--- config.mk ---
export PLATFORM = sky130hd
export DESIGN_NAME = regfile_sb_flat
export DESIGN_NICKNAME = d
export VERILOG_FILES = /design/src/rtl/regfile_pkg.sv /design/src/rtl/regfile_sb_if.sv /design/src/rtl/regfile_rdport.sv /design/src/rtl/regfile_sb.sv /design/src/flat_wrapper.sv
export SDC_FILE = /design/constraint.sdc
export NUM_CORES = 2
export LEC_CHECK = 0
export CORE_ASPECT_RATIO = 0.6
export CORE_MARGIN = 4
export CORE_UTILIZATION = 35
export DETAILED_ROUTE_END_ITERATION = 6
export GPL_ROUTABILITY_DRIVEN = 0
export SLEW_MARGIN = 20
export SYNTH_ARGS = -nofsm -noshare
export SYNTH_HDL_FRONTEND = slang
export SYNTH_SLANG_ARGS = --single-unit
--- constraint.sdc ---
create_clock -name clk -period 6.9 [get_ports clk]
set_clock_uncertainty 0.2 [all_clocks]
set_input_delay 1.38 -clock clk [delete_from_list [all_inputs] [get_ports clk]]
set_output_delay 1.38 -clock clk [all_outputs]
set_load 0.05 [all_outputs]
--- src/rtl/regfile_pkg.sv ---
// Shared constants and helpers for the scoreboarded register file.
// Covers address-width derivation, flattened-bus slicing and busy-bit next-state selection.
package regfile_pkg;

    localparam int unsigned XLEN_DEF  = 32;
    localparam int unsigned NREGS_DEF = 32;

    typedef enum logic [1:0] {
        SbHold,
        SbSet,
        SbClear
    } sb_op_e;

    function automatic int unsigned calc_aw(input int unsigned nregs);
        return (nregs > 1) ? $clog2(nregs) : 1;
    endfunction

    function automatic int unsigned addr_lsb(input int unsigned port, input int unsigned aw);
        return port * aw;
    endfunction

    function automatic int unsigned data_lsb(input int unsigned port, input int unsigned xlen);
        return port * xlen;
    endfunction

    // Flush beats issue, and issue beats writeback, because a new producer supersedes the old one.
    function automatic sb_op_e sb_next_op(input logic flush, input logic set, input logic clr);
        if (flush) begin
            return SbClear;
        end
        if (set) begin
            return SbSet;
        end
        if (clr) begin
            return SbClear;
        end
        return SbHold;
    endfunction

endpackage

--- src/rtl/regfile_sb_if.sv ---
// Bundle between decode/issue/writeback (master) and the register file (slave).
// Read ports are flattened: port i uses rd_addr[i*AW +: AW] and rd_data[i*XLEN +: XLEN].
interface regfile_sb_if
    import regfile_pkg::*;
#(
    parameter int unsigned XLEN  = XLEN_DEF,
    parameter int unsigned NREGS = NREGS_DEF,
    parameter int unsigned NRD   = 2
);
    localparam int unsigned AW = calc_aw(NREGS);

    logic [NRD*AW-1:0]   rd_addr;
    logic [NRD*XLEN-1:0] rd_data;
    logic [NRD-1:0]      rd_busy;
    logic                we;
    logic [AW-1:0]       wa;
    logic [XLEN-1:0]     wd;
    logic                iss_valid;
    logic [AW-1:0]       iss_rd;
    logic                flush;
    logic [NREGS-1:0]    busy_vec;

    modport master (
        output rd_addr, we, wa, wd, iss_valid, iss_rd, flush,
        input  rd_data, rd_busy, busy_vec
    );

    modport slave (
        input  rd_addr, we, wa, wd, iss_valid, iss_rd, flush,
        output rd_data, rd_busy, busy_vec
    );

endinterface

--- src/rtl/regfile_rdport.sv ---
// One combinational read port: stored value, overridden by the zero register or a same-cycle
// write hit; a forwarded hit is never busy since its data is already valid.
module regfile_rdport
    import regfile_pkg::*;
#(
    parameter int unsigned XLEN     = XLEN_DEF,
    parameter int unsigned AW       = 5,
    parameter int unsigned BYPASS   = 1,
    parameter int unsigned ZERO_REG = 1
) (
    input  logic [AW-1:0]   i_addr,
    input  logic [XLEN-1:0] i_stored_data,
    input  logic            i_stored_busy,
    input  logic            i_we,
    input  logic [AW-1:0]   i_wa,
    input  logic [XLEN-1:0] i_wd,
    output logic [XLEN-1:0] o_data,
    output logic            o_busy
);

    logic w_is_zero;
    logic w_hit;

    assign w_is_zero = (ZERO_REG != 0) && (i_addr == '0);
    assign w_hit     = (BYPASS != 0) && i_we && (i_wa == i_addr) && !w_is_zero;

    always_comb begin
        o_data = i_stored_data;
        o_busy = i_stored_busy;
        if (w_is_zero) begin
            o_data = '0;
            o_busy = 1'b0;
        end else if (w_hit) begin
            o_data = i_wd;
            o_busy = 1'b0;
        end
    end

endmodule

--- src/rtl/regfile_sb.sv ---
// Parametrised register file with NRD combinational read ports, one write port and a
// per-register busy scoreboard set at issue and cleared at writeback or flush.
module regfile_sb
    import regfile_pkg::*;
#(
    parameter int unsigned XLEN     = XLEN_DEF,
    parameter int unsigned NREGS    = NREGS_DEF,
    parameter int unsigned NRD      = 2,
    parameter int unsigned BYPASS   = 1,
    parameter int unsigned ZERO_REG = 1
) (
    input logic         clk,
    input logic         reset,
    regfile_sb_if.slave sb_bus
);

    localparam int unsigned AW = calc_aw(NREGS);

    logic [NREGS-1:0][XLEN-1:0] r_regs;
    logic [NREGS-1:0]           r_busy;
    logic [NREGS-1:0]           w_busy_d;
    logic [NREGS-1:0]           w_iss_set;
    logic [NREGS-1:0]           w_wb_clr;
    logic                       w_wr_en;
    logic                       w_byp_we;

    assign w_wr_en  = sb_bus.we && !((ZERO_REG != 0) && (sb_bus.wa == '0));
    // Gate forwarding with reset so reads stay zero while reset is held.
    assign w_byp_we = sb_bus.we && reset;

    always_ff @(posedge clk or negedge reset) begin
        if (!reset) begin
            r_regs <= '0;
        end else if (w_wr_en) begin
            r_regs[sb_bus.wa] <= sb_bus.wd;
        end
    end

    always_comb begin
        w_iss_set = '0;
        w_wb_clr  = '0;
        if (sb_bus.iss_valid) begin
            w_iss_set[sb_bus.iss_rd] = 1'b1;
        end
        if (sb_bus.we) begin
            w_wb_clr[sb_bus.wa] = 1'b1;
        end
        if (ZERO_REG != 0) begin
            w_iss_set[0] = 1'b0;
        end
    end

    always_comb begin
        w_busy_d = r_busy;
        for (int r = 0; r < NREGS; r++) begin
            case (sb_next_op(sb_bus.flush, w_iss_set[r], w_wb_clr[r]))
                SbSet:   w_busy_d[r] = 1'b1;
                SbClear: w_busy_d[r] = 1'b0;
                default: w_busy_d[r] = r_busy[r];
            endcase
        end
    end

    always_ff @(posedge clk or negedge reset) begin
        if (!reset) begin
            r_busy <= '0;
        end else begin
            r_busy <= w_busy_d;
        end
    end

    assign sb_bus.busy_vec = r_busy;

    for (genvar i = 0; i < NRD; i++) begin : g_rd
        logic [AW-1:0]   w_addr;
        logic [XLEN-1:0] w_data;
        logic            w_busy;

        assign w_addr = sb_bus.rd_addr[addr_lsb(i, AW) +: AW];

        regfile_rdport #(
            .XLEN     (XLEN),
            .AW       (AW),
            .BYPASS   (BYPASS),
            .ZERO_REG (ZERO_REG)
        ) u_rdport (
            .i_addr        (w_addr),
            .i_stored_data (r_regs[w_addr]),
            .i_stored_busy (r_busy[w_addr]),
            .i_we          (w_byp_we),
            .i_wa          (sb_bus.wa),
            .i_wd          (sb_bus.wd),
            .o_data        (w_data),
            .o_busy        (w_busy)
        );

        assign sb_bus.rd_data[data_lsb(i, XLEN) +: XLEN] = w_data;
        assign sb_bus.rd_busy[i]                         = w_busy;
    end

endmodule

--- src/flat_wrapper.sv ---
// flat-port wrapper written by rule: the top's interface ports become plain ports
module regfile_sb_flat import regfile_pkg::*;
#(
    parameter int unsigned XLEN     = XLEN_DEF,
    parameter int unsigned NREGS    = NREGS_DEF,
    parameter int unsigned NRD      = 2,
    parameter int unsigned BYPASS   = 1,
    parameter int unsigned ZERO_REG = 1
)
  (clk, reset, sb_bus_rd_addr, sb_bus_we, sb_bus_wa, sb_bus_wd, sb_bus_iss_valid, sb_bus_iss_rd, sb_bus_flush, sb_bus_rd_data, sb_bus_rd_busy, sb_bus_busy_vec);
  regfile_sb_if #(.XLEN(XLEN), .NREGS(NREGS), .NRD(NRD)) sb_bus_i ();
  input logic clk;
  input logic reset;
  input wire logic [$bits(sb_bus_i.rd_addr)-1:0] sb_bus_rd_addr;
  input wire logic [$bits(sb_bus_i.we)-1:0] sb_bus_we;
  input wire logic [$bits(sb_bus_i.wa)-1:0] sb_bus_wa;
  input wire logic [$bits(sb_bus_i.wd)-1:0] sb_bus_wd;
  input wire logic [$bits(sb_bus_i.iss_valid)-1:0] sb_bus_iss_valid;
  input wire logic [$bits(sb_bus_i.iss_rd)-1:0] sb_bus_iss_rd;
  input wire logic [$bits(sb_bus_i.flush)-1:0] sb_bus_flush;
  output wire logic [$bits(sb_bus_i.rd_data)-1:0] sb_bus_rd_data;
  output wire logic [$bits(sb_bus_i.rd_busy)-1:0] sb_bus_rd_busy;
  output wire logic [$bits(sb_bus_i.busy_vec)-1:0] sb_bus_busy_vec;
  assign sb_bus_i.rd_addr = sb_bus_rd_addr;
  assign sb_bus_i.we = sb_bus_we;
  assign sb_bus_i.wa = sb_bus_wa;
  assign sb_bus_i.wd = sb_bus_wd;
  assign sb_bus_i.iss_valid = sb_bus_iss_valid;
  assign sb_bus_i.iss_rd = sb_bus_iss_rd;
  assign sb_bus_i.flush = sb_bus_flush;
  assign sb_bus_rd_data = sb_bus_i.rd_data;
  assign sb_bus_rd_busy = sb_bus_i.rd_busy;
  assign sb_bus_busy_vec = sb_bus_i.busy_vec;
  regfile_sb #(.XLEN(XLEN), .NREGS(NREGS), .NRD(NRD), .BYPASS(BYPASS), .ZERO_REG(ZERO_REG)) u_core (.clk(clk), .reset(reset), .sb_bus(sb_bus_i));
endmodule
Yosys cells after proc, flatten, opt, wreduce, memory -nomap -nowiden
Index checks and enable logic that the tools add are counted.
- $lt $le $gt $ge: 6
- muxes and demuxes: 377
- equal/unequal tests: 66
- reduce and logical (&&, ||, !) cells: 46
- operators by type and width (operator ; count):
    $bwmux 1024 ; 1
    $bmux 32 s5 ; 2
    $mux 2 ; 160
    $mux 32 ; 9
    $mux 1 ; 168
    $demux 32 s5 ; 1
    $eq 2x1->1 const B ; 32
    $eq 2x2->1 const B ; 32
    $pmux 1 s2 ; 32
    $reduce_bool 2->1 ; 32
    $lt 5x6->1 const B ; 4
    $logic_not 5->1 ; 3
    $bmux 1 s5 ; 2
    $demux 1 s5 ; 2
    $eq 5x5->1 ; 2
    $ge 5x1->1 const B ; 2
    $logic_and 1x1->1 ; 8
    $logic_not 1->1 ; 3
- output and inout bits: 98
- word-level logic and storage cells: 559
- input bits: 57
- register bits: 1056

Depth between registers and ports, before layout
- depth in word-level cells: 14
- mapped depth: 10
- depth with buffers taken out: 7

By module
From an unflattened synthesis, not the netlist that was laid out.
- cells, all modules: 5151
- area total of the unflattened synthesis: 60020.1 sq um
- modules (own cells, without submodules) (module ; cells each ; area an instance (sq um) ; sequential area each (sq um) ; times used):
    regfile_sb ; 4899 ; 58463.6 ; 26425.3 ; 1
    regfile_rdport ; 126 ; 778.2 ; 0.0 ; 2

Least setup slack after synthesis
OpenSTA, ideal clock, no wires.
- path kind: input to output
- start: in sb_bus_rd_addr[0]
- end: out sb_bus_rd_data[3]
- path buffers: 5
- arrival time: 3.731 ns
- data required time: 5.320 ns
- setup slack: 1.589 ns
- stages: 10
- path through: buf_4 buf_6 buf_6 buf_6 buf_4 mux2i_1 a22oi_1 nand3_1 and4_1 o21ai_0
- word-level cells in the longest chain between the ends: 5
- elaborated cells on any way between the ends: 9
- classes of those cells: 1 x eq/ne; 4 x mux; 4 x reduce/logical
- ends and longest elaborated chain (item ; line ; text):
    start, declared ; flat_wrapper.sv:14 ; input wire logic [$bits(sb_bus_i.rd_addr)-1:0] sb_bus_rd_addr;
    parallel branches: the longest is 4 deep, another holds $bmux 32 s5 ; - ;
    $mux 32 * ; regfile_rdport.sv:30 ; if (w_is_zero) begin
    end, declared ; flat_wrapper.sv:21 ; output wire logic [$bits(sb_bus_i.rd_data)-1:0] sb_bus_rd_data;
Every way passes the cells marked *. The select of a mux whose other input is x is not followed.

Worst setup path in the final report
- start: in sb_bus_rd_addr[4]
- end: out sb_bus_rd_data[3]
The elaborated chain is that of the path after synthesis.

==> flow_metrics.tcl <==
set metrics [dict create \
    pwr-share-seq_pct 44.7 \
    core_mm2 0.165 \
    min_period_ns 6.23 \
    synth_top_area_share_pct 45.2 \
    finalSetupViolations 0 \
    path_class "input pin to output pin" \
    cts_tree "built" \
    wirelength_um 215000 \
    ys.flop_type "dfrtp_1" \
    cts_setup_buffers 0 \
    ys_seq_elements 1056 \
    setup.worst_path.end_class "output pin" \
    place_area_mm2 0.0633 \
    final_layout_size_suffix_gt1_share_pct 36.1 \
    ys_warn_count 0 \
    dr.pass1.iters 6 \
    p_comb_share_pct 23.4 \
    avgRoutedWirePerCell_um 31.1 \
    clockBufferDepth 3 \
    clk_latency_ns 0.74 \
    cp-start-kind "input pin" \
    grt_pass1_vias 41400 \
    dieArea_mm2 0.174 \
    peakVddDrop_mv 0.200 \
    ios 155 \
    grt_start_max_net_pins 159 \
    cp.arrival_ns 4.65 \
    fin_nets 4695 \
    start_util_pct 35.4 \
    finalSetupTns_ns 0 \
    die_h_um 325 \
    multi_input_area_mm2 0.0301 \
    yosys.area.top_type "dfrtp_1" \
    clock.fmax_mhz 160 \
    synth_area_mm2 0.0585 \
    fin_hold_ws_ns 0.198 \
    ys_seq_area_share_pct 45.2 \
    hold_buffers 0 \
    p_clk_share_pct 31.9 \
    avgViaCountPerCell 6.06 \
    crit-reg2reg-capture "u_core.r_regs[294]$_DFFE_PN0P_" \
    drc 0 \
    p_switching_mw 5.68 \
    die_w_um 536 \
    switching_share_pct 30.8 \
    clk_pin_slew_ns 0.06 \
    cts_buffers 99 \
    drt_iter0_markers 4839 \
    yosys-top-cells-area "dfrtp_1, mux2_2, mux2i_1" \
    crit_start "sb_bus_rd_addr[4]" \
    fin_crit_sh_pct 90.4 \
    worst_pin_slew_ns 1.19 \
    fp-row-count 115 \
    finalMaxSlewViolations 0 \
    antenna_left 0 \
    rsz0062_at_grt "false" \
    hold_class "flop to flop" \
    synth_area_per_cell_um2 12.6 \
    whs_path_depth 0 \
    grt-ovfl-total 0 \
    regArea_mm2 0.0264 \
    async_reset_ff_share_pct 100 \
    maxCapViolCount 0 \
    endpoint "sb_bus_rd_data[3]" \
    clock_sinks 1056 \
    port-buffer-count 154 \
    path_max_fanout 12 \
    htreeDepth 3 \
    rr_startpoint "u_core.r_regs[294]$_DFFE_PN0P_" \
    crit_required_ns 5.32 \
    post-dp-hpwl_um 131000 \
    vias 41900 \
    synth.most_common_cell "dfrtp_1" \
    power_density_mw_per_mm2 277 \
    grt_pass1_wl_um 309000 \
    ff2ff_setup_slack_ns 5.87 \
    area_growth_pct 14.0 \
    relSlewSlack_pct 20.4 \
    ff2ff_path_depth 1 \
    syn_inst 4652 \
    synth.distinct_cells 53 \
    antenna_found_initial 11 \
    cts.repair.resized 0 \
    outcome "finished clean" \
    num-fill-cells 15400 \
    p_int_mw 12.8 \
    syn-num-nets 4740 \
    finish.instance_area_mm2 0.0667 \
    clockRootBuffer "clkbuf_16" \
    synth_commonest_cells "dfrtp_1, mux2_2, mux2i_1, a22oi_1, clkbuf_1" \
    finalHoldViolations 0 \
    synth_edf_count 0 \
    track_usage_pct 24.1 \
    cellLeakagePower_nw 29.9 \
]
[layout make-up]
class | instances | area share [%]
Inverter | 1 | 0.00563
Tap cell | 2223 | 4.17
Timing Repair Buffer | 347 | 5.90
Clock buffer | 137 | 4.29
Clock inverter | 45 | 0.783
Sequential cell | 1056 | 39.6
Antenna cell | 8 | 0.0300
Multi-Input combinational cell | 3102 | 45.2
[critical path, stage by stage]
cell,delay (ns)
clkdlybuf4s50_1,0.82
nand2_2,0.50
buf_12,0.33
a21oi_1,0.14
nand3_1,0.13
and4_1,0.25
o21ai_0,0.70
buf_4,0.25
buf_12,0.13
[stage by stage]
| stage | total power, mW | utilization (%) | std cells | setup slack, ns |
|---|---|---|---|---|
| 2_1_floorplan | 11.0 | - | 4652 | 1.59 |
| 5_1_grt | 19.2 | 40.4 | 6916 | 0.653 |
| 4_1_cts | 18.5 | 40.4 | 6910 | 0.781 |
| 3_5_place_dp | 12.6 | 38.4 | 6728 | 0.789 |
| 6_report | 18.5 | 40.4 | 6919 | 0.666 |
| 3_3_place_gp | 12.5 | 38.4 | 6727 | 0.831 |
[registers in the layout, indices dropped and copies added, names as in the netlist]
name                    flops
u_core.r_regs            1024
u_core.sb_bus.busy_vec     32
[metal layers]
metal	global-route usage (%)	vias to the layer above	routed length (um)
li1	-	17300	-
met1	35.1	22200	95900
met2	33.7	2005	89600
met3	7.96	386	23000
met4	6.95	8	6720
met5	0	-	59
[worst min-delay path by stage]
stage | to | slack (ns) | start
global placement | u_core.r_regs[5]$_DFFE_PN0P_ | 0.18 | u_core.r_regs[5]$_DFFE_PN0P_
CTS | u_core.r_regs[28]$_DFFE_PN0P_ | 0.20 | u_core.r_regs[28]$_DFFE_PN0P_
finish | u_core.r_regs[17]$_DFFE_PN0P_ | 0.20 | u_core.r_regs[17]$_DFFE_PN0P_
detailed placement | u_core.r_regs[28]$_DFFE_PN0P_ | 0.18 | u_core.r_regs[28]$_DFFE_PN0P_
floorplan | u_core.r_regs[13]$_DFFE_PN0P_ | 0.24 | u_core.r_regs[13]$_DFFE_PN0P_
global route | u_core.r_regs[28]$_DFFE_PN0P_ | 0.21 | u_core.r_regs[28]$_DFFE_PN0P_
[power by group through the flow]
stage                     clock (mW)  combinational, mW  sequential [mW]
final                           5.89               4.33             8.25
after CTS                       5.96               4.31             8.21
after global routing            6.21               4.63             8.38
after global placement             0               4.24             8.25
after floorplan                    0               2.92             8.11
after detailed placement           0               4.29             8.32
[kinds of logic after synthesis]
family          share of synthesized area, %
mux                                     38.7
fa+ha+maj                              0.663
simple gates                            4.22
xor+xnor                               0.150
flops                                   45.2
buf+inv                                 3.89
compound gates                          7.22
[cell usage in the layout (no fill, tap or decap), types with 20 or more instances in the layout]
cell type and instances:
a22oi_1 296, nor2b_1 29, a22o_1 37, buf_4 169, nand2_1 182, o21ai_0 57
mux2_2 1044, ha_1 31, clkbuf_16 100, buf_12 93, mux2i_1 751, dfrtp_1 1056
clkbuf_8 22, a211oi_1 28, nand4_1 21, clkdlybuf4s50_1 69, nand3_1 138, mux4_2 149
nor2_4 20, a21oi_1 128
No activity file was read; power rests on OpenSTA's default activity.
